File: config.mk
export PLATFORM = sky130hd
export DESIGN_NAME = uart_tx_serializer_flat
export DESIGN_NICKNAME = d
export VERILOG_FILES = /design/src/rtl/uart_tx_serializer_if.sv /design/src/rtl/uart_tx_serializer.sv /design/src/flat_wrapper.sv
export SDC_FILE = /design/constraint.sdc
export NUM_CORES = 1
export LEC_CHECK = 0
export CAP_MARGIN = 20
export CORE_ASPECT_RATIO = 1.1
export CORE_MARGIN = 5
export CORE_UTILIZATION = 44
export DETAILED_ROUTE_END_ITERATION = 10
export PLACE_DENSITY = 0.78
export SYNTH_ARGS = -nofsm -noshare
export SYNTH_HDL_FRONTEND = slang
export SYNTH_SLANG_ARGS = --single-unit
File: constraint.sdc
create_clock -name clk -period 1.8 [get_ports clk]
set_input_delay 0.36 -clock clk [delete_from_list [all_inputs] [get_ports clk]]
set_output_delay 0.36 -clock clk [all_outputs]
set_load 0.03 [all_outputs]
File: src/rtl/uart_tx_serializer_if.sv
`default_nettype none
// ============================================================================
// Module      : uart_tx_serializer_if
// Description : Request/status handshake between a UART frame producer and
//               the transmit serializer.
// Revision    : 1.0
// ============================================================================
interface uart_tx_serializer_if #(
    parameter int DATA_BITS = 8
);
    logic                 tx_start;
    logic [DATA_BITS-1:0] tx_data;
    logic                 tx_ready;
    logic                 tx_done;

    modport master (
        output tx_start,
        output tx_data,
        input  tx_ready,
        input  tx_done
    );

    modport slave (
        input  tx_start,
        input  tx_data,
        output tx_ready,
        output tx_done
    );
endinterface
`default_nettype wire

File: src/rtl/uart_tx_serializer.sv
`default_nettype none
// ============================================================================
// Module      : uart_tx_serializer
// Description : UART transmit frame serializer paced by an external bit tick.
// Revision    : 1.0
// ============================================================================
module uart_tx_serializer #(
    parameter int DATA_BITS  = 8,
    parameter int PARITY_EN  = 0,
    parameter int PARITY_ODD = 0,
    parameter int STOP_BITS  = 1
) (
    input  logic                 clk,
    input  logic                 n_rst,
    input  logic                 bit_tick,
    uart_tx_serializer_if.slave  tx_bus,
    output logic                 tx_serial,
    output logic                 cnt_clear,
    output logic                 cnt_enable
);

    localparam logic [2:0] c_IDLE      = 3'd0;
    localparam logic [2:0] c_START     = 3'd1;
    localparam logic [2:0] c_DATA      = 3'd2;
    localparam logic [2:0] c_PARITY    = 3'd3;
    localparam logic [2:0] c_STOP      = 3'd4;

    localparam logic [2:0] c_LAST_BIT  = 3'(DATA_BITS - 1);
    localparam logic       c_LAST_STOP = (STOP_BITS == 2);
    localparam logic       c_ODD       = (PARITY_ODD != 0);
    localparam logic       c_PAR_EN    = (PARITY_EN != 0);

    logic [2:0]           r_state;
    logic [DATA_BITS-1:0] r_shift;
    logic [2:0]           r_bit_idx;
    logic                 r_stop_cnt;
    logic                 r_parity;
    logic                 r_serial;
    logic                 r_done;

    logic [2:0]           w_state_nxt;
    logic [DATA_BITS-1:0] w_shift_nxt;
    logic [2:0]           w_bit_idx_nxt;
    logic                 w_stop_nxt;
    logic                 w_parity_nxt;
    logic                 w_serial_nxt;
    logic                 w_done_nxt;
    logic                 w_ready;
    logic                 w_accept;

    assign w_ready         = (r_state == c_IDLE);
    assign w_accept        = tx_bus.tx_start & w_ready;
    assign tx_bus.tx_ready = w_ready;
    assign tx_bus.tx_done  = r_done;
    assign tx_serial       = r_serial;
    assign cnt_clear       = w_accept;
    assign cnt_enable      = ~w_ready;

    always_ff @(posedge clk or negedge n_rst) begin
        if (!n_rst) begin
            r_state    <= c_IDLE;
            r_shift    <= '0;
            r_bit_idx  <= '0;
            r_stop_cnt <= 1'b0;
            r_parity   <= 1'b0;
            r_serial   <= 1'b1;
            r_done     <= 1'b0;
        end else begin
            r_state    <= w_state_nxt;
            r_shift    <= w_shift_nxt;
            r_bit_idx  <= w_bit_idx_nxt;
            r_stop_cnt <= w_stop_nxt;
            r_parity   <= w_parity_nxt;
            r_serial   <= w_serial_nxt;
            r_done     <= w_done_nxt;
        end
    end

    always_comb begin
        w_state_nxt   = r_state;
        w_shift_nxt   = r_shift;
        w_bit_idx_nxt = r_bit_idx;
        w_stop_nxt    = r_stop_cnt;
        w_parity_nxt  = r_parity;
        w_done_nxt    = 1'b0;
        w_serial_nxt  = 1'b1;

        case (r_state)
            c_IDLE: begin
                // Parity is taken from the whole word here because the shift
                // register is consumed as the data bits go out.
                if (w_accept) begin
                    w_state_nxt   = c_START;
                    w_shift_nxt   = tx_bus.tx_data;
                    w_bit_idx_nxt = '0;
                    w_stop_nxt    = 1'b0;
                    w_parity_nxt  = (^tx_bus.tx_data) ^ c_ODD;
                end
            end
            c_START: begin
                if (bit_tick) begin
                    w_state_nxt = c_DATA;
                end
            end
            c_DATA: begin
                if (bit_tick) begin
                    w_shift_nxt   = r_shift >> 1;
                    w_bit_idx_nxt = r_bit_idx + 3'd1;
                    if (r_bit_idx == c_LAST_BIT) begin
                        w_state_nxt = c_PAR_EN ? c_PARITY : c_STOP;
                        w_stop_nxt  = 1'b0;
                    end
                end
            end
            c_PARITY: begin
                if (bit_tick) begin
                    w_state_nxt = c_STOP;
                    w_stop_nxt  = 1'b0;
                end
            end
            c_STOP: begin
                if (bit_tick) begin
                    if (r_stop_cnt == c_LAST_STOP) begin
                        w_state_nxt = c_IDLE;
                        w_done_nxt  = 1'b1;
                    end else begin
                        w_stop_nxt = r_stop_cnt + 1'b1;
                    end
                end
            end
            default: begin
                w_state_nxt = c_IDLE;
            end
        endcase

        // The line is registered from the next state so it moves with the state.
        case (w_state_nxt)
            c_START:  w_serial_nxt = 1'b0;
            c_DATA:   w_serial_nxt = w_shift_nxt[0];
            c_PARITY: w_serial_nxt = w_parity_nxt;
            default:  w_serial_nxt = 1'b1;
        endcase
    end

endmodule
`default_nettype wire

File: src/flat_wrapper.sv
// flat-port wrapper written by rule: the top's interface ports become plain ports
module uart_tx_serializer_flat 
#(
    parameter int DATA_BITS  = 8,
    parameter int PARITY_EN  = 0,
    parameter int PARITY_ODD = 0,
    parameter int STOP_BITS  = 1
)
  (clk, n_rst, bit_tick, tx_serial, cnt_clear, cnt_enable, tx_bus_tx_start, tx_bus_tx_data, tx_bus_tx_ready, tx_bus_tx_done);
  uart_tx_serializer_if #(.DATA_BITS(DATA_BITS)) tx_bus_i ();
  input  logic clk;
  input  logic n_rst;
  input  logic bit_tick;
  output logic tx_serial;
  output logic cnt_clear;
  output logic cnt_enable;
  input wire logic [$bits(tx_bus_i.tx_start)-1:0] tx_bus_tx_start;
  input wire logic [$bits(tx_bus_i.tx_data)-1:0] tx_bus_tx_data;
  output wire logic [$bits(tx_bus_i.tx_ready)-1:0] tx_bus_tx_ready;
  output wire logic [$bits(tx_bus_i.tx_done)-1:0] tx_bus_tx_done;
  assign tx_bus_i.tx_start = tx_bus_tx_start;
  assign tx_bus_i.tx_data = tx_bus_tx_data;
  assign tx_bus_tx_ready = tx_bus_i.tx_ready;
  assign tx_bus_tx_done = tx_bus_i.tx_done;
  uart_tx_serializer #(.DATA_BITS(DATA_BITS), .PARITY_EN(PARITY_EN), .PARITY_ODD(PARITY_ODD), .STOP_BITS(STOP_BITS)) u_core (.clk(clk), .n_rst(n_rst), .bit_tick(bit_tick), .tx_bus(tx_bus_i), .tx_serial(tx_serial), .cnt_clear(cnt_clear), .cnt_enable(cnt_enable));
endmodule
# --- Word-level counts from Yosys, hierarchy flattened ---
# Cells that the tools add are included.
totals:
  wordCells: 58
  reg_bits: 18
  out_inout_bits: 5
classes:
  add_sub_neg: 2
  bitwise_logic: 2
  n_reduce_logical: 6
  n_mux: 27
  n_eq_ne: 13
op_table:
  columns: ["op", "n"]
  rows:
  - ["2-to-1 mux 3 bit", 9]
  - ["2-to-1 mux 8 bit", 2]
  - ["case mux 8 bit (2 select lines)", 1]
  - ["case mux 3 bit (5 select lines)", 1]
  - ["equality test 3 x 2 -> 1 bit (second input constant)", 4]
  - ["2-to-1 mux 1 bit", 11]
  - ["!= test 2 bit (second input constant)", 4]
  - ["parity 8 bit", 1]
  - ["equality test 3 x 1 -> 1 bit (second input constant)", 2]
  - ["equality test 3 bit (second input constant)", 2]
  - ["case mux 3 bit (2 select lines)", 1]
  - ["AND reduction 6 bit", 1]
  - ["case mux 1 bit (4 select lines)", 1]
  - ["nonzero test 4 bit", 1]
  - ["adder 3 x 1 -> 3 bit (second input constant)", 1]
  - ["zero test 3 bit", 1]
  - ["case mux 1 bit (3 select lines)", 1]
  - ["AND reduction 3 bit", 1]
  - ["!= test 2 x 1 -> 1 bit (second input constant)", 1]
  - ["nonzero test 2 bit", 1]
  - ["adder 1 bit (second input constant)", 1]
  - ["bitwise AND 1 bit", 1]
  - ["NOT 1 bit", 1]

# --- Longest topological paths before layout ---
# Gate-level depths: netlist of run 1.
depth:
  word_depth: 6
  ltp_mapped: 8
  mapped_depth_nobuf: 6

# --- Worst setup path after synthesis of run 1 ---
# Ideal clock, no wire load.
synth_timing:
  kind: "reg-to-reg"
  from: "register u_core.r_state[2]"
  to: "register u_core.r_serial (netlist: u_core.tx_serial)"
  synth_period_minus_slack_ps: 1755
  n_path_buf: 2
  path_stages_with_launch: 8
  path_slack_ps: 45
  required_time_ps: 1718
  t_arrival_ps: 1673
  path_cell_list: "dfrtp_1 buf_6 or4b_1 buf_2 clkinv_4 nor2_4 a21o_1 o31a_1"
synth_rtl:
  columns: ["item", "line_no", "text"]
  rows:
  - ["from (decl)", "uart_tx_serializer.sv:33", "logic [2:0] r_state;"]
  - ["from (signal assigned)", "uart_tx_serializer.sv:61", "r_state <= c_IDLE;"]
  - ["from (signal assigned)", "uart_tx_serializer.sv:69", "r_state <= w_state_nxt;"]
  - ["zero test 3 bit", "uart_tx_serializer.sv:51, uart_tx_serializer.sv:88", null]
  - ["bitwise AND 1 bit", "uart_tx_serializer.sv:52", "assign w_accept = tx_bus.tx_start & w_ready;"]
  - ["2-to-1 mux 8 bit", "uart_tx_serializer.sv:92", "if (w_accept) begin"]
  - ["case mux 8 bit (2 select lines) (*)", "uart_tx_serializer.sv:88", "case (r_state)"]
  - ["net u_core.w_shift_nxt[0]", "uart_tx_serializer.sv:42", "logic [DATA_BITS-1:0] w_shift_nxt;"]
  - ["case mux 1 bit (3 select lines) (*)", "uart_tx_serializer.sv:137", "case (w_state_nxt)"]
  - ["net u_core.w_serial_nxt", "uart_tx_serializer.sv:46", "logic w_serial_nxt;"]
  - ["to (signal assigned)", "uart_tx_serializer.sv:74", "r_serial <= w_serial_nxt;"]
  - ["to (decl)", "uart_tx_serializer.sv:38", "logic r_serial;"]
# Mark *: on every way through the listed nets, which the timed path passes. The rest lies on a longest branch. The select of a mux whose other input is x is not followed.
# A chain may end at the register's enable or synchronous reset.

# --- Worst setup path in the final report of run 1 ---
layout_timing:
  from: "register u_core.r_state[1]"
  to: "output port cnt_clear"
layout_between:
  elab_chain_len: 2
layout_rtl:
  columns: ["item", "line_no", "text"]
  rows:
  - ["zero test 3 bit", "uart_tx_serializer.sv:51", "assign w_ready = (r_state == c_IDLE);"]
  - ["bitwise AND 1 bit", "uart_tx_serializer.sv:52", null]
  - ["to (decl)", "flat_wrapper.sv:15", "output logic cnt_clear;"]
# No other way between the ends.

==> qor.yml, run 1 <==
status:
  status: "finished, violations left"
  violations: "setup timing"
synth:
  post-synth-top-count-cell: "nand2_1"
  syn_avg_cell_area_um2: 10.1
  synth-warning-count: 0
  ys_ff_latch: 17
  synth_common_cells: "nand2_1, dfrtp_1, xnor2_1"
  synth_edf_count: 0
  netlist_area_um2: 852
  synth_area_leaders: "dfrtp_1, nand2_1, xnor2_1, a22oi_1, o21ai_0"
  syn-instance-count: 84
  synth_flop_cell: "dfrtp_1"
  ys_seq_area_share_pct: 50.1
  postSynth.asyncResetShare_pct: 100
  syn-num-nets: 98
  synth.distinct_cells: 27
  yosysTopAreaCell: "dfrtp_1"
  synth_top_area_share_pct: 47.0
place:
  portBuffers: 16
  gp_congestion: 0.741
  pre_cts_ws_ns: -0.221
  dp_hpwl_mm: 1.41
final_layout:
  utilization_pct: 63.5
  drive_gt1_share_pct: 23.3
  fin_nets: 131
  syn_to_final_growth_pct: 35.8
  antenna_cells: 0
  fill_cells: 158
setup_path:
  cp.arrival_ns: 1.45
  crit_family: "simple AND/OR/NAND/NOR gates"
  required_ns: 1.44
  path_buf_inv: 2
  critPathMaxStageDelay_ns: 0.57
  critPathMaxFanout: 3
  start_kind: "register"
  cp_cell_sequence: "or4b_4 -> clkinv_4 -> buf_6"
  slowest_stage: "or4b_4"
  reg2regPathDepth: 6
  critPathKind: "register to primary output"
  r2r_slack_ns: 0.08
  cp_num_cells: 3
  end_kind: "primary output"
global_route:
  antenna_found_initial: 0
  grt_pass1_wl_mm: 3.24
  overflow: 0
  grt_usage_pct: 14.6
  grt_pass1_vias: 741
  grt_start_max_net_pins: 11
sta:
  min_period_over_period_pct: 100
  hold_violations: 0
  whs_ns: 0.353
  max_slew_margin_pct: 73.8
  min_period_ns: 1.81
  finalSetupViolations: 1
  fin_skew_ns: 0.00650
  setup_slack_ns: -0.00683
  slew_violations: 0
  tightest_slew_ns: 0.392
  fmax_ghz: 0.553
  rsz0062_at_grt: "true"
pwr:
  cellPowerDensity_nw_per_um2: 1490
  p_leak_uw: 0.000555
  power_uw: 1720
  peakVddDrop_mv: 0.868
clocking:
  cts_sinks: 17
  clkTransAtPathRegs_ns: 0.09
  cts_tree: "done"
  clk_latency_ns: 0.28
  cts_root_buf: "clkbuf_4"
  cts_htree_levels: 1
  cts_buffers: 3
  cts_max_path_buffers: 2
die:
  ios: 17
  fp.dieH_um: 56.2
  die_width_um: 52.0
  die_area_um2: 2920
  coreArea_um2: 1820
  start_util_pct: 46.8
  row_count: 16
route:
  dr.max_layer_used: "met4"
  met2_length_um: 981
  met3_length_um: 77
  wire_per_inst_um: 13.0
  vias: 732
  drt-initial-drc-count: 23
  totalWireLength_mm: 1.86
  drc_errors: 0
  ant_nets: 0
  viasPerCell: 5.12
  m1WireLength_um: 776
  first_pass_iters: 4
run:
  drv_cap: 0
worst_hold_path:
  holdCritPathClass: "input pin to async pin"
[cells in the final DEF, fill, tap and decap left out]
cell and count:
clkbuf_1 1, clkinv_4 1, a31oi_1 1, or4b_4 1
dfstp_2 1, nor2_4 1, o31a_1 1, dfrtp_1 16
and3b_1 1, clkdlybuf4s50_1 11, ha_1 2, o2111ai_1 1
clkbuf_4 3, dlygate4sd2_1 3, mux2_2 1, and4bb_2 1
buf_4 16, o31ai_1 2, a21oi_1 1, a22o_1 1
nand2b_1 1, buf_6 1, inv_1 3, clkbuf_2 1
o21ai_0 6, xnor2_1 7, nand2_1 21, a22oi_1 6
a21o_1 1, nor2_1 2, and3_1 1
[flip-flops by register name, summed over array words and instances, names as in the netlist]
name                   flops
u_core.r_state             3
u_core.tx_bus.tx_done      1
u_core.tx_serial           1
u_core.r_shift             8
u_core.r_parity            1
u_core.r_bit_idx           3
[cell type report]
type | instances | area (um^2) | share of cell area (%)
multi-input cells | 59 | 378 | 32.6
flip-flops and latches | 17 | 427 | 36.9
repair buffers | 32 | 273 | 23.6
well taps | 27 | 33.8 | 2.92
inverters | 4 | 20.0 | 1.73
clock buffers | 4 | 26.3 | 2.27
[kinds of logic after synthesis]
| kind of cell | Yosys count | share of synthesized area [%] |
|---|---|---|
| flip-flops | 17 | 50.1 |
| XOR/XNOR | 7 | 7.20 |
| adder cells (fa/ha/maj) | 2 | 2.94 |
| AND/OR/NAND/NOR | 29 | 16.6 |
| AO/OA/AOI/OAI | 20 | 15.9 |
| multiplexers | 1 | 1.32 |
| buffers and inverters | 8 | 6.02 |
[worst register-to-register path, stage by stage, from the launching register on]
cell      delay (ns)
dfrtp_1         0.41
or4b_4          0.57
clkinv_4        0.07
buf_4           0.13
nor2_4          0.04
a21o_1          0.16
o31a_1          0.28
[where the power goes]
part / internal [uW] / total [uW] / switching [uW]
Sequential: 547 / 634 / 87.8
Clock: 86.0 / 197 / 111
Combinational: 427 / 891 / 463
[worst paths after layout]
check | from | to
hold / removal | n_rst | u_core.r_bit_idx[2]$_DFFE_PN0P_
setup reg to reg | u_core.r_state[1]$_DFF_PN0_ | u_core.tx_serial$_DFF_PN1_
hold reg to reg | u_core.r_parity$_DFF_PN0_ | u_core.r_parity$_DFF_PN0_
max in group asynchronous | n_rst | u_core.tx_bus.tx_done$_DFF_PN0_
setup / recovery | u_core.r_state[1]$_DFF_PN0_ | cnt_clear
min in group clk | u_core.r_parity$_DFF_PN0_ | u_core.r_parity$_DFF_PN0_
[metal layers]
| layer | up-vias | GRT usage [%] |
|---|---|---|
| met5 | - | 0 |
| met4 | 0 | 5.62 |
| met3 | 4 | 2.95 |
| met2 | 26 | 24.2 |
| met1 | 349 | 18.1 |
| li1 | 353 | - |
[what timing repair did]
| item | in CTS | in global routing |
|---|---|---|
| setup buffers | 4 | 0 |
| setup endpoints to repair | 4 | 3 |
| pin swaps | 1 | 1 |
| hold buffers | 0 | 0 |
| gates cloned | 0 | 0 |
| gates resized for setup | 6 | 2 |
[through the flow]
step / area (um^2) / instances / TNS, ns
floorplan: 852 / 84 / 0
global placement: 1100 / 135 / -0.741
detailed placement: 1100 / 135 / -0.877
CTS: 1160 / 143 / -0.0246
global route: 1160 / 143 / -0.0717
finish: 1160 / 143 / -0.00683
Power figures use the tool's default switching activity.
==> inputs of run 2 (changes only) <==
--- a/config.mk
+++ b/config.mk
@@ -8,9 +8,10 @@
 export CAP_MARGIN = 20
 export CORE_ASPECT_RATIO = 1.1
 export CORE_MARGIN = 5
-export CORE_UTILIZATION = 44
+export CORE_UTILIZATION = 47
+export CTS_BUF_LIST = sky130_fd_sc_hd__clkbuf_8
 export DETAILED_ROUTE_END_ITERATION = 10
-export PLACE_DENSITY = 0.78
+export PLACE_DENSITY = 0.82
 export SYNTH_ARGS = -nofsm -noshare
 export SYNTH_HDL_FRONTEND = slang
 export SYNTH_SLANG_ARGS = --single-unit
==> run 2 against run 1 <==
The flow now finishes without violations. First-iteration DRC count decreased by 70%. Fmax increased by 1.9%. Sequential cell count stayed put. Critical path type unchanged.
==> qor.yml, run 2 (synthesis results as in run 1) <==
final_layout:
  drive_gt1_share_pct: 22.6
  largest_reg_flops: 8
  register_area_um2: 427
  fill_cells: 156
  final_cell_mix: "nand2_1, dfrtp_1, buf_4, clkdlybuf4s50_1, xnor2_1"
  layoutNonFillerInstCount: 133
  final_common_cell: "nand2_1"
  fin_nets: 130
  top_regs: "u_core.r_shift x8, u_core.r_bit_idx x3, u_core.r_state x3"
  multi_input_comb_area_um2: 378
  antenna_cells: 0
  top_register: "u_core.r_shift"
  syn_to_final_growth_pct: 36.9
  final_cell_area_um2: 1170
route:
  totalWireLength_mm: 1.93
  viasPerCell: 5.39
  vias: 717
  wire_per_inst_um: 14.5
  ant_nets: 0
  drt-initial-drc-count: 7
  first_pass_iters: 4
  drc_errors: 0
place:
  portBuffers: 16
  dp_hpwl_mm: 1.44
  postPlaceCellArea_um2: 1080
  placed_cells: 125
  pre_cts_ws_ns: -0.199
  gp_congestion: 0.859
setup_path:
  start_kind: "register"
  critPathKind: "register to primary output"
  slowest_stage: "or4b_4"
  cp_num_cells: 3
  cp_cell_sequence: "or4b_4 -> clkinv_4 -> buf_6"
  crit_family: "simple AND/OR/NAND/NOR gates"
  critPathMaxFanout: 3
  critPathMaxStageDelay_ns: 0.57
  startpoint: "u_core.r_state[2]$_DFF_PN0_"
  end_kind: "primary output"
  rr_endpoint: "u_core.tx_serial$_DFF_PN1_"
  required_ns: 1.44
  cp.arrival_ns: 1.41
  path_buf_inv: 2
  r2r_start: "u_core.r_state[2]$_DFF_PN0_"
  r2r_slack_ns: 0.09
  reg2regPathDepth: 6
sta:
  whs_ns: 0.381
  fmax_ghz: 0.564
  fin_skew_ns: 0.0101
  hold_violations: 0
  setup_slack_ns: 0.0261
  min_period_ns: 1.77
  rsz0062_at_grt: "true"
  max_slew_margin_pct: 75.1
  tns_ns: 0
  finalSetupViolations: 0
  min_period_over_period_pct: 98.6
  tightest_slew_ns: 0.373
  slew_violations: 0
clocking:
  cts_sinks: 17
  cts_htree_levels: 1
  cts_max_path_buffers: 2
  cts_root_buf: "clkbuf_8"
  cts_tree: "done"
  cts_buffers: 3
  clk_latency_ns: 0.26
  clkTransAtPathRegs_ns: 0.07
global_route:
  overflow: 0
  antenna_found_initial: 0
  grt_usage_pct: 16.1
  grt_pass1_vias: 724
  grt_start_max_net_pins: 11
  grt_pass1_wl_mm: 3.33
run:
  drv_cap: 0
die:
  fp.dieH_um: 54.7
  ios: 17
  start_util_pct: 48.4
  die_area_um2: 2770
  die_width_um: 50.6
  row_count: 16
  coreArea_um2: 1760
pwr:
  p_leak_uw: 0.000569
  peakVddDrop_mv: 0.911
  cellPowerDensity_nw_per_um2: 1560
status:
  status: "completed"
worst_hold_path:
  holdCritPathClass: "input pin to async pin"
run 2: layout make-up:
type	count	share of cell area [%]
repair buffers	31	23.4
flip-flops and latches	17	36.6
clock inverters	1	0.429
inverters	4	1.72
well taps	18	1.93
multi-input cells	59	32.4
clock buffers	3	3.54
run 2: per-stage QoR:
step,util [%],total power [uW]
5_1_grt,66.2,1950
4_1_cts,65.6,1820
3_5_place_dp,61.5,1490
2_1_floorplan,-,1160
3_3_place_gp,61.5,1450
6_report,66.2,1820
run 2: worst max-delay path by stage:
stage                            endpoint
2_1_floorplan  u_core.tx_serial$_DFF_PN1_
3_3_place_gp   u_core.tx_serial$_DFF_PN1_
3_5_place_dp   u_core.tx_serial$_DFF_PN1_
4_1_cts                         tx_serial
5_1_grt                         cnt_clear
6_report                        cnt_clear
run 2: report_power, final:
group | total, uW | switching (uW) | internal (uW)
Clock | 285 | 131 | 154
Combinational | 900 | 475 | 425
Sequential | 631 | 83.3 | 547
run 2: timing repair:
| action | in CTS | in global routing |
|---|---|---|
| setup buffers | 3 | 1 |
| endpoints found under the setup margin | 3 | 2 |
| pin swaps | 1 | 1 |
| hold buffers | 0 | 0 |
| cloned | 0 | 0 |
| resized for setup | 5 | 1 |
run 2: layer usage:
metal	GRT usage (%)	vias to the layer above	routed length [um]
met5	0	-	0
met4	10.2	0	42
met3	1.91	4	107
met2	28.1	21	970
met1	18.7	342	811
li1	-	350	-
==> inputs of run 3 (changes only) <==
--- a/config.mk
+++ b/config.mk
@@ -6,12 +6,12 @@
 export NUM_CORES = 1
 export LEC_CHECK = 0
 export CAP_MARGIN = 20
-export CORE_ASPECT_RATIO = 1.1
+export CORE_ASPECT_RATIO = 1.2
 export CORE_MARGIN = 5
-export CORE_UTILIZATION = 47
+export CORE_UTILIZATION = 50
 export CTS_BUF_LIST = sky130_fd_sc_hd__clkbuf_8
 export DETAILED_ROUTE_END_ITERATION = 10
-export PLACE_DENSITY = 0.82
+export PLACE_DENSITY = 0.83
 export SYNTH_ARGS = -nofsm -noshare
 export SYNTH_HDL_FRONTEND = slang
 export SYNTH_SLANG_ARGS = --single-unit
==> constraint.sdc (replaced) <==
create_clock -name clk -period 1.76 [get_ports clk]
set_input_delay 0.352 -clock clk [delete_from_list [all_inputs] [get_ports clk]]
set_output_delay 0.352 -clock clk [all_outputs]
set_load 0.03 [all_outputs]
==> run 3 against run 2 <==
Register-to-register slack got worse by 0.04 ns. Sequential cell count did not move. First-iteration DRC count did not move. Combinational power fell by 4.7%. Count of clock-buffer cells in the layout did not move. Largest power group unchanged. Clock power fell by 4%. Final cell count fell by 1.5%. Via count fell by 3.1%.
==> qor.yml, run 3 (synthesis results as in run 1) <==
pwr:
  peakVddDrop_mv: 0.945
  p_leak_uw: 0.000554
  switching_share_pct: 37.2
  seqPwrFrac_pct: 36.2
  power.internal_uw: 1120
  pwr-share-clk_pct: 15.5
  comb_power_share_pct: 48.3
  cellPowerDensity_nw_per_um2: 1550
  power_switching_uw: 661
final_layout:
  syn_to_final_growth_pct: 34.5
  multi_input_comb_area_um2: 378
  fin_nets: 128
  top_regs: "u_core.r_shift x8, u_core.r_bit_idx x3, u_core.r_state x3"
  final_cell_mix: "nand2_1, dfrtp_1, buf_4, clkdlybuf4s50_1, xnor2_1"
  layoutNonFillerInstCount: 131
  top_register: "u_core.r_shift"
  final_common_cell: "nand2_1"
  drive_gt1_share_pct: 20.4
  register_area_um2: 427
  largest_reg_flops: 8
  antenna_cells: 0
  fill_cells: 129
route:
  viasPerCell: 5.31
  ant_nets: 0
  wire_per_inst_um: 12.6
  drt-initial-drc-count: 7
  totalWireLength_mm: 1.66
  first_pass_iters: 4
  vias: 695
  drc_errors: 0
setup_path:
  cp.arrival_ns: 1.39
  critPathKind: "register to primary output"
  end_kind: "primary output"
  required_ns: 1.41
  start_kind: "register"
  critPathMaxFanout: 2
sta:
  min_period_ns: 1.75
  setup_slack_ns: 0.0145
  max_slew_margin_pct: 76.3
  hold_violations: 0
  fmax_ghz: 0.573
  finalSetupViolations: 0
  min_period_over_period_pct: 99.2
  slew_violations: 0
  fin_skew_ns: 0.000522
  tightest_slew_ns: 0.355
  rsz0062_at_grt: "true"
die:
  start_util_pct: 52.5
  die_area_um2: 2630
  row_count: 16
  coreArea_um2: 1620
  die_width_um: 47.7
  fp.dieH_um: 55.2
  ios: 17
place:
  pre_cts_ws_ns: -0.234
  gp_congestion: 0.832
  placed_cells: 125
  dp_hpwl_mm: 1.36
  portBuffers: 16
run:
  drv_cap: 0
global_route:
  grt_pass1_wl_mm: 2.92
  grt_start_max_net_pins: 11
  grt_pass1_vias: 729
  overflow: 0
  antenna_found_initial: 0
  grt_usage_pct: 14.9
clocking:
  cts_root_buf: "clkbuf_8"
  cts_htree_levels: 1
  cts_buffers: 3
  cts_max_path_buffers: 2
  cts_tree: "done"
  clkTransAtPathRegs_ns: 0.06
  clk_latency_ns: 0.24
  cts_sinks: 17
worst_hold_path:
  holdCritPathClass: "input pin to async pin"
status:
  status: "completed"
-- run 3: changes by cell type in the layout (fill, tap and decap cells not counted), sizes merged --
cell and delta:
buf -2, clkinv -1, dlygate4sd2 +1, dlymetal6s2s -1, inv +1
-- run 3: worst max-delay path, cell delays in order, from the launching register on --
cell and delay, ns:
dfrtp_1 0.39, or4b_4 0.57, clkinv_4 0.07, buf_6 0.12
-- run 3: stage by stage --
| stage | TNS, ns | power (uW) | hold slack, ns | utilization (%) | cell area, um^2 |
|---|---|---|---|---|---|
| 5_1_grt | -0.0230 | 1930 | 0.402 | 70.7 | 1150 |
| 3_5_place_dp | -1.15 | 1510 | 0.464 | 66.8 | 1080 |
| 3_3_place_gp | -1.09 | 1490 | 0.461 | 66.8 | 1080 |
| 2_1_floorplan | 0 | 1180 | 0.0564 | - | 852 |
| 4_1_cts | -0.00209 | 1790 | 0.390 | 70.2 | 1140 |
| 6_report | 0 | 1780 | 0.378 | 70.7 | 1150 |
-- run 3: final timing paths --
check | startpoint | end | slack [ns] | cells past startpoint
setup / recovery | u_core.r_state[2]$_DFF_PN0_ | cnt_clear | 0.01 | 3
hold / removal | n_rst | u_core.r_state[2]$_DFF_PN0_ | 0.38 | 1
setup reg to reg | u_core.r_state[2]$_DFF_PN0_ | u_core.tx_serial$_DFF_PN1_ | 0.05 | 6
hold reg to reg | u_core.r_shift[3]$_DFFE_PN0P_ | u_core.r_shift[3]$_DFFE_PN0P_ | 0.48 | 2
max in group asynchronous | n_rst | u_core.r_shift[1]$_DFFE_PN0P_ | 0.92 | 2
min in group clk | u_core.r_shift[3]$_DFFE_PN0P_ | u_core.r_shift[3]$_DFFE_PN0P_ | 0.48 | 2
-- run 3: cell type report --
class | count | share of cell area [%]
Tap cell | 18 | 1.97
Clock inverter | 1 | 0.328
Sequential cell | 17 | 37.2
Multi-Input combinational cell | 59 | 33.0
Clock buffer | 3 | 3.60
Inverter | 4 | 1.75
Timing Repair Buffer | 29 | 22.2
-- run 3: timing repair --
action | CTS | global route
gates cloned | 0 | 0
setup buffers | 1 | 1
pin swaps | 1 | 1
setup endpoints to repair | 4 | 1
gates resized for setup | 6 | 0
hold buffers | 0 | 0
-- run 3: power by group through the flow --
stage | Clock [uW] | Combinational (uW) | Sequential [uW]
2_1_floorplan | 0 | 518 | 667
3_3_place_gp | 0 | 844 | 642
3_5_place_dp | 0 | 860 | 654
4_1_cts | 285 | 860 | 647
5_1_grt | 300 | 959 | 669
6_report | 275 | 858 | 643
-- run 3: metal layers --
metal	vias up	track usage, %	wire, um	share of wire [%]
li1	348	-	-	-
met1	322	17.6	647	39
met2	21	23.6	850	51
met3	4	4.22	136	8.2
met4	0	6.92	21	1.3
met5	-	0	0	0
